### config.mk
export PLATFORM = sky130hd
export DESIGN_NAME = neuron_mac
export DESIGN_NICKNAME = d
export VERILOG_FILES = /design/src/rtl/neuron_mac.sv
export SDC_FILE = /design/constraint.sdc
export NUM_CORES = 1
export LEC_CHECK = 0
export ABC_AREA = 1
export CAP_MARGIN = 20
export CELL_PAD_IN_SITES_DETAIL_PLACEMENT = 0
export CELL_PAD_IN_SITES_GLOBAL_PLACEMENT = 1
export CORE_UTILIZATION = 40
export DETAILED_ROUTE_END_ITERATION = 16
export PLACE_DENSITY_LB_ADDON = 0.1
export SETUP_SLACK_MARGIN = 0.15
export SYNTH_ARGS = -nofsm -noshare
export SYNTH_HDL_FRONTEND = slang
export SYNTH_SLANG_ARGS = --single-unit
### constraint.sdc
create_clock -name clk -period 18 [get_ports clk]
set_clock_uncertainty 0.05 [all_clocks]
set_input_delay 4.5 -clock clk [delete_from_list [all_inputs] [get_ports clk]]
set_output_delay 4.5 -clock clk [all_outputs]
set_load 0.01 [all_outputs]
### src/rtl/neuron_mac.sv
// neuron_mac: fixed-point MAC for one neuron.
// Pipelined weight fetch, saturating multiply/accumulate, bias add.
module neuron_mac #(
    parameter int numWeight    = 3,
    parameter int addressWidth = 10,
    parameter int dataWidth    = 16,
    parameter int fracBits     = 8
) (
    input  logic                    clk,
    input  logic                    rst,
    input  logic [dataWidth-1:0]    myinput,
    input  logic                    myinputValid,
    input  logic [dataWidth-1:0]    bias,
    output logic                    ren,
    output logic [addressWidth-1:0] radd,
    input  logic [dataWidth-1:0]    wout,
    output logic [dataWidth-1:0]    out,
    output logic                    outValid,
    output logic                    satFlag
);

    localparam int PW = 2 * dataWidth;
    localparam int CW = (numWeight > 1) ? $clog2(numWeight) : 1;

    localparam logic [addressWidth-1:0] LASTA = addressWidth'(numWeight - 1);
    localparam logic [CW-1:0]           LASTC = CW'(numWeight - 1);

    localparam logic [dataWidth-1:0] MAXV = {1'b0, {(dataWidth-1){1'b1}}};
    localparam logic [dataWidth-1:0] MINV = {1'b1, {(dataWidth-1){1'b0}}};

    // Returns {overflow, saturated sum}
    function automatic logic [dataWidth:0] sadd(
        input logic [dataWidth-1:0] a,
        input logic [dataWidth-1:0] b
    );
        logic [dataWidth-1:0] s;
        logic                 ovf;
        s   = a + b;
        ovf = (a[dataWidth-1] == b[dataWidth-1]) &&
              (s[dataWidth-1] != a[dataWidth-1]);
        if (ovf)
            return {1'b1, a[dataWidth-1] ? MINV : MAXV};
        return {1'b0, s};
    endfunction

    // Weight address generation
    assign ren = myinputValid & ~rst;

    always_ff @(posedge clk or posedge rst) begin
        if (rst) begin
            radd <= '0;
        end else if (myinputValid) begin
            if (radd == LASTA)
                radd <= '0;
            else
                radd <= radd + addressWidth'(1);
        end
    end

    // Stage 1: align sample with returned weight
    logic signed [dataWidth-1:0] in_d1;
    logic                        v1;

    always_ff @(posedge clk or posedge rst) begin
        if (rst) begin
            in_d1 <= '0;
            v1    <= 1'b0;
        end else begin
            in_d1 <= myinput;
            v1    <= myinputValid;
        end
    end

    // Stage 2: multiply, rescale, saturate
    logic signed [dataWidth-1:0] w_s;
    logic signed [PW-1:0]        prod;
    logic signed [PW-1:0]        shifted;
    logic [PW-dataWidth:0]       hi;
    logic                        psat;
    logic [dataWidth-1:0]        pval;

    assign w_s     = wout;
    assign prod    = in_d1 * w_s;
    assign shifted = prod >>> fracBits;
    assign hi      = shifted[PW-1:dataWidth-1];

    always_comb begin
        psat = 1'b0;
        pval = shifted[dataWidth-1:0];
        if (!((&hi) || !(|hi))) begin
            psat = 1'b1;
            pval = hi[PW-dataWidth] ? MINV : MAXV;
        end
    end

    logic [dataWidth-1:0] p2;
    logic                 v2;

    always_ff @(posedge clk or posedge rst) begin
        if (rst) begin
            p2 <= '0;
            v2 <= 1'b0;
        end else begin
            p2 <= pval;
            v2 <= v1;
        end
    end

    // Stage 3: accumulate, bias add on the last product
    logic [dataWidth-1:0] acc;
    logic [CW-1:0]        mcnt;
    logic                 sticky;
    logic [dataWidth-1:0] sum;
    logic                 ssat;
    logic [dataWidth-1:0] res;
    logic                 osat;
    logic                 last;

    assign {ssat, sum} = sadd(acc, p2);
    assign {osat, res} = sadd(sum, bias);
    assign last        = (mcnt == LASTC);

    always_ff @(posedge clk or posedge rst) begin
        if (rst) begin
            acc      <= '0;
            mcnt     <= '0;
            out      <= '0;
            outValid <= 1'b0;
            satFlag  <= 1'b0;
        end else begin
            outValid <= 1'b0;
            if (v2) begin
                if (last) begin
                    out      <= res;
                    outValid <= 1'b1;
                    satFlag  <= sticky | ssat | osat;
                    acc      <= '0;
                    mcnt     <= '0;
                end else begin
                    acc  <= sum;
                    mcnt <= mcnt + CW'(1);
                end
            end
        end
    end

    // A product saturating on the clear edge belongs to the next vector
    always_ff @(posedge clk or posedge rst) begin
        if (rst)
            sticky <= 1'b0;
        else if (v2 && last)
            sticky <= v1 & psat;
        else
            sticky <= sticky | (v1 & psat) | (v2 & ssat);
    end

endmodule

==> results of run 1 <==
==> worst max-delay path, stage by stage <==
cell and delay (ns):
clkdlybuf4s50_1 0.78, nand2_1 0.29, inv_1 0.11, fa_1 0.75, inv_1 0.11, fa_1 0.48, inv_1 0.33, fa_1 0.52
fa_1 0.51, fa_1 0.49, inv_1 0.05, fa_1 0.47, inv_1 0.04, ha_1 0.39, nand2_1 0.12, nor2_1 0.19
inv_1 0.08, nor3_1 0.18, nand2_1 0.11, nand2_1 0.08, nand2_1 0.06, nand2_1 0.06, nand3_1 0.06, nor2_1 0.11
nand4_2 0.15, nand3_2 0.27, nand2_1 0.10
==> cells in the final DEF (no fill, tap or decap), types with 3 or more instances in the layout <==
cell type        instances
o21ai_0                 37
xnor2_1                 20
a21oi_1                 81
nor3_1                  13
nand4_1                  7
bufinv_16                3
nand3_2                  3
clkbuf_16                9
buf_4                    6
xor2_1                  30
nand2_1                539
clkdlybuf4s50_1         79
a31oi_1                  4
ha_1                   111
nand3_1                 41
nor2_1                  95
a22o_1                   8
a21o_1                   4
fa_1                   263
inv_1                  526
nor2_2                   3
or2_2                    6
nand2_2                  9
dfrtp_1                 81
==> metal layers <==
metal	share of wire [%]	vias to the layer above	track usage, %	wire, um
li1	-	5774	-	-
met1	48	5765	30.3	18200
met2	48	203	36.5	18400
met3	3.3	23	2.27	1250
met4	1.0	0	3.67	400
met5	0	-	0	0
==> worst paths after layout <==
check / slack (ns) / cells after the start / start / end
worst max-delay path: 6.78 / 27 / wout[1] / p2[1]$_DFF_PP0_
worst min-delay path: 0.34 / 0 / v1$_DFF_PP0_ / v2$_DFF_PP0_
worst max register to register: 11.14 / 26 / in_d1[15]$_DFF_PP0_ / p2[1]$_DFF_PP0_
worst min register to register: 0.34 / 0 / v1$_DFF_PP0_ / v2$_DFF_PP0_
max in group asynchronous: 12.34 / 3 / rst / p2[7]$_DFF_PP0_
min in group asynchronous: 4.54 / 2 / rst / acc[15]$_DFFE_PP0P_
==> layout make-up <==
cell class,count,area (um2),share of cell area [%]
clock buffers,10,239,1.44
clock inverters,5,104,0.624
inverters,529,1990,11.9
multi-input cells,1295,10800,65.0
flip-flops and latches,81,2030,12.2
well taps,504,631,3.79
repair buffers,85,836,5.03
==> registers in the layout, indices dropped and copies added (netlist names) <==
| signal | cells |
|---|---|
| sticky | 1 |
| out | 16 |
| v1 | 1 |
| in_d1 | 16 |
| mcnt | 2 |
| outValid | 1 |
| p2 | 16 |
| radd | 10 |
| v2 | 1 |
| acc | 16 |
| satFlag | 1 |
==> cells by family after synthesis <==
kind of cell	after synthesis	share of synthesized area, %
simple gates	725	19.3
xor+xnor	50	2.90
buf+inv	594	14.9
fa+ha+maj	374	44.1
compound gates	146	5.35
flops	81	13.4
==> metrics by stage <==
stage	utilization (%)	hold slack, ns	std cells	cell area [um2]
4_1_cts	45.1	0.352	2509	16600
3_3_place_gp	44.2	0.343	2494	16300
2_1_floorplan	-	0.304	1970	15100
6_report	45.1	0.339	2509	16600
5_1_grt	45.1	0.359	2509	16600
3_5_place_dp	44.2	0.331	2494	16300
==> flow_summary.ini, run 1 <==
[outcome]
outcome = finished, final reports clean

[clock_tree]
post_cts_resized = 0
clockBufferDepth = 2
clk_latency_ns = 0.37
cts-root-buf = clkbuf_16
cts_hold_buf = 0
cts_tree = yes
clkSinkCount = 81
cts_setup_buffers = 0
clk_pin_slew_ns = 0.07
cts_made_buffers = 9
htree_levels = 3

[global_route]
grt.overflow.total = 0
antenna_found_initial = 0
grt_usage_pct = 21.6
grt_start_max_net_pins = 43
grt_pass1_wl_um = 64900
grt_pass1_vias = 12400

[floorplan]
fp.coreArea_mm2 = 0.0369
num_rows = 70
die_w_um = 196
pin_count = 80
start_util_pct = 40.9
die-area_mm2 = 0.0385
die_y_um = 196

[synthesis]
syn-num-nets = 2395
synth_cell_types = 41
yosysMostFrequentCell = nand2_1
syn-cell-area_mm2 = 0.0151
ys.flop_type = dfrtp_1
yosys_warnings = 0
yosysSeqAreaShare_pct = 13.4
synth.largest_area_cell = fa_1
netlist_instances = 1970
syn_avg_cell_area_um2 = 7.66
yosys-top-cells-count = 539 x nand2_1, 527 x inv_1, 263 x fa_1
synth_top_area_share_pct = 34.9
synth-async-reset-ratio_pct = 100
ys_seq_elements = 81
synth_area_leaders = fa_1 35%, dfrtp_1 13%, nand2_1 13%
synth_edf_count = 0

[timing]
finalWorstSetupSlack_ns = 6.78
period_needed_ns = 11.22
fin_tns_setup_ns = 0
drv_slew = 0
max_freq_mhz = 89.2
hold_viol_final = 0
slew_headroom_pct = 40.3
worst_pin_slew_ns = 0.893
setup_violations = 0
rsz0062_at_grt = no
finalCritPeriodShare_pct = 62.3

[worst_setup_path]
path_max_fanout = 15
critical_path_class = in -> reg
cp_data_required_time_ns = 18.20
end_kind = flop
crit_arrival_ns = 11.41
startpoint_type = input pin

[drt]
postRouteAntennaNets = 0
via_count = 11800
drt_iter0_drc = 553
first_pass_iters = 6
drc_errors = 0
routed_wl_um = 38200
via_per_inst = 4.69
wire_per_inst_um = 15.2

[placement]
routabilityCongestion = 0.866
place_hpwl_um = 32000
portBuffers = 79
preCtsSetupSlack_ns = 6.36

[finish]
nets = 2426
fillers = 3756
area_growth_pct = 10.3
diodes = 0
drive_gt1_share_pct = 2.39

[run]
cap_violations = 0

[hold_path]
min_path_type = reg -> reg
Power of run 1 is left out: the tool's default activity adds up to more than one toggle a clock period on the data nets, which glitch-free logic cannot reach.
==> run 2: changes to the inputs <==
==> constraint.sdc (replaced) <==
create_clock -name clk -period 9.66 [get_ports clk]
set_clock_uncertainty 0.05 [all_clocks]
set_input_delay 2.415 -clock clk [delete_from_list [all_inputs] [get_ports clk]]
set_output_delay 2.415 -clock clk [all_outputs]
set_load 0.01 [all_outputs]
==> run 2 against run 1 <==
  * Via count is 0.20% lower
  * First-iteration DRC count is 3.1% lower
  * Clock-buffer cell count is 1 lower
  * Critical path type unchanged
  * Critical endpoint is now p2[11]$_DFF_PP0_
  * Largest cell class unchanged
  * Highest routed layer unchanged
==> flow_summary.ini, run 2 (synthesized netlist as in run 1, its figures left out) <==
[outcome]
outcome = finished, final reports clean

[clock_tree]
clockBufferDepth = 2
cts-root-buf = clkbuf_16
clk_latency_ns = 0.37
cts_tree = yes
clk_pin_slew_ns = 0.07
cts_setup_buffers = 0
htree_levels = 3
cts_hold_buf = 0
clkSinkCount = 81
post_cts_resized = 0
cts_made_buffers = 9

[worst_setup_path]
cpPeakStageDelay_ns = 0.60
cp_num_buf_inv = 8
cp_data_required_time_ns = 9.86
rr_worst_depth = 26
startpoint_type = input pin
r2r-start = in_d1[15]$_DFF_PP0_
critical_path_class = in -> reg
crit_arrival_ns = 8.91
cpMaxStageDelayCell = clkdlybuf4s50_1
path_delay_family = adder cells
path_max_fanout = 15
r2r_slack_ns = 2.80
cp_common_cell = inv_1
end_kind = flop
r2r-end = p2[11]$_DFF_PP0_

[drt]
via_per_inst = 4.65
routed_wl_um = 38800
drt_iter0_drc = 536
wire_per_inst_um = 15.3
via_count = 11700
postRouteAntennaNets = 0
drc_errors = 0
first_pass_iters = 5

[run]
cap_violations = 0

[floorplan]
die_w_um = 196
die-area_mm2 = 0.0385
fp.coreArea_mm2 = 0.0369
num_rows = 70
die_y_um = 196
pin_count = 80
start_util_pct = 40.9

[timing]
drv_slew = 0
rsz0062_at_grt = no
worst_pin_slew_ns = 0.873
setup_violations = 0
max_freq_mhz = 115
period_needed_ns = 8.72
finalCritPeriodShare_pct = 90.2
slew_headroom_pct = 41.8
fin_tns_setup_ns = 0
hold_viol_final = 0

[finish]
nets = 2443
drive_gt1_share_pct = 3.26
area_growth_pct = 10.9
diodes = 0
final_common_cell = nand2_1
layout_common_cells = 539 x nand2_1, 526 x inv_1, 263 x fa_1

[global_route]
grt_pass1_vias = 12500
grt_start_max_net_pins = 67
grt_usage_pct = 22.2
antenna_found_initial = 0
grt_pass1_wl_um = 66100
grt.overflow.total = 0

[hold_path]
worstHoldStart = v1$_DFF_PP0_
hold_depth = 0
hold_path_end = v2$_DFF_PP0_
min_path_type = reg -> reg

[placement]
portBuffers = 79
routabilityCongestion = 0.845
place_hpwl_um = 32800
-- run 2: changes by cell type in the layout (fill, tap and decap cells not counted), sizes merged --
cell / delta
inv: +4
buf: +17
clkbuf: -1
bufinv: -2
clkinvlp: +1
clkinv: -1
-- run 2: layout make-up --
class	instances	area, um2
clock buffers	9	225
clock inverters	7	83.8
fillers	3775	20100
inverters	529	1990
multi-input cells	1295	10800
flip-flops and latches	81	2030
well taps	504	631
repair buffers	102	963
-- run 2: how the worst max path moves through the flow --
stage                 start               end  depth (start not counted)
detailed placement  wout[2]   p2[6]$_DFF_PP0_                         29
global placement    wout[2]   p2[2]$_DFF_PP0_                         29
global route        wout[2]  p2[11]$_DFF_PP0_                         27
floorplan           wout[7]  p2[10]$_DFF_PP0_                         29
finish              wout[2]  p2[11]$_DFF_PP0_                         27
CTS                 wout[2]   p2[6]$_DFF_PP0_                         28
-- run 2: routing by layer --
metal	vias to the layer above	track usage [%]	wire, um
li1	5801	-	-
met5	-	0	0
met2	152	36.3	18100
met4	0	4.28	494
met3	26	2.54	1070
met1	5762	31.8	19200
-- run 2: through the flow --
step / cell area [um2] / hold slack [ns] / std cells / util, % / worst slack [ns]
3_5_place_dp: 16400 / 0.336 / 2511 / 44.5 / 0.568
5_1_grt: 16700 / 0.370 / 2527 / 45.4 / 0.495
2_1_floorplan: 15100 / 0.304 / 1970 / - / 1.53
6_report: 16700 / 0.358 / 2527 / 45.4 / 0.944
3_3_place_gp: 16400 / 0.339 / 2511 / 44.5 / 0.606
4_1_cts: 16700 / 0.354 / 2527 / 45.4 / 0.932
Power of run 2 is left out for the same reason.
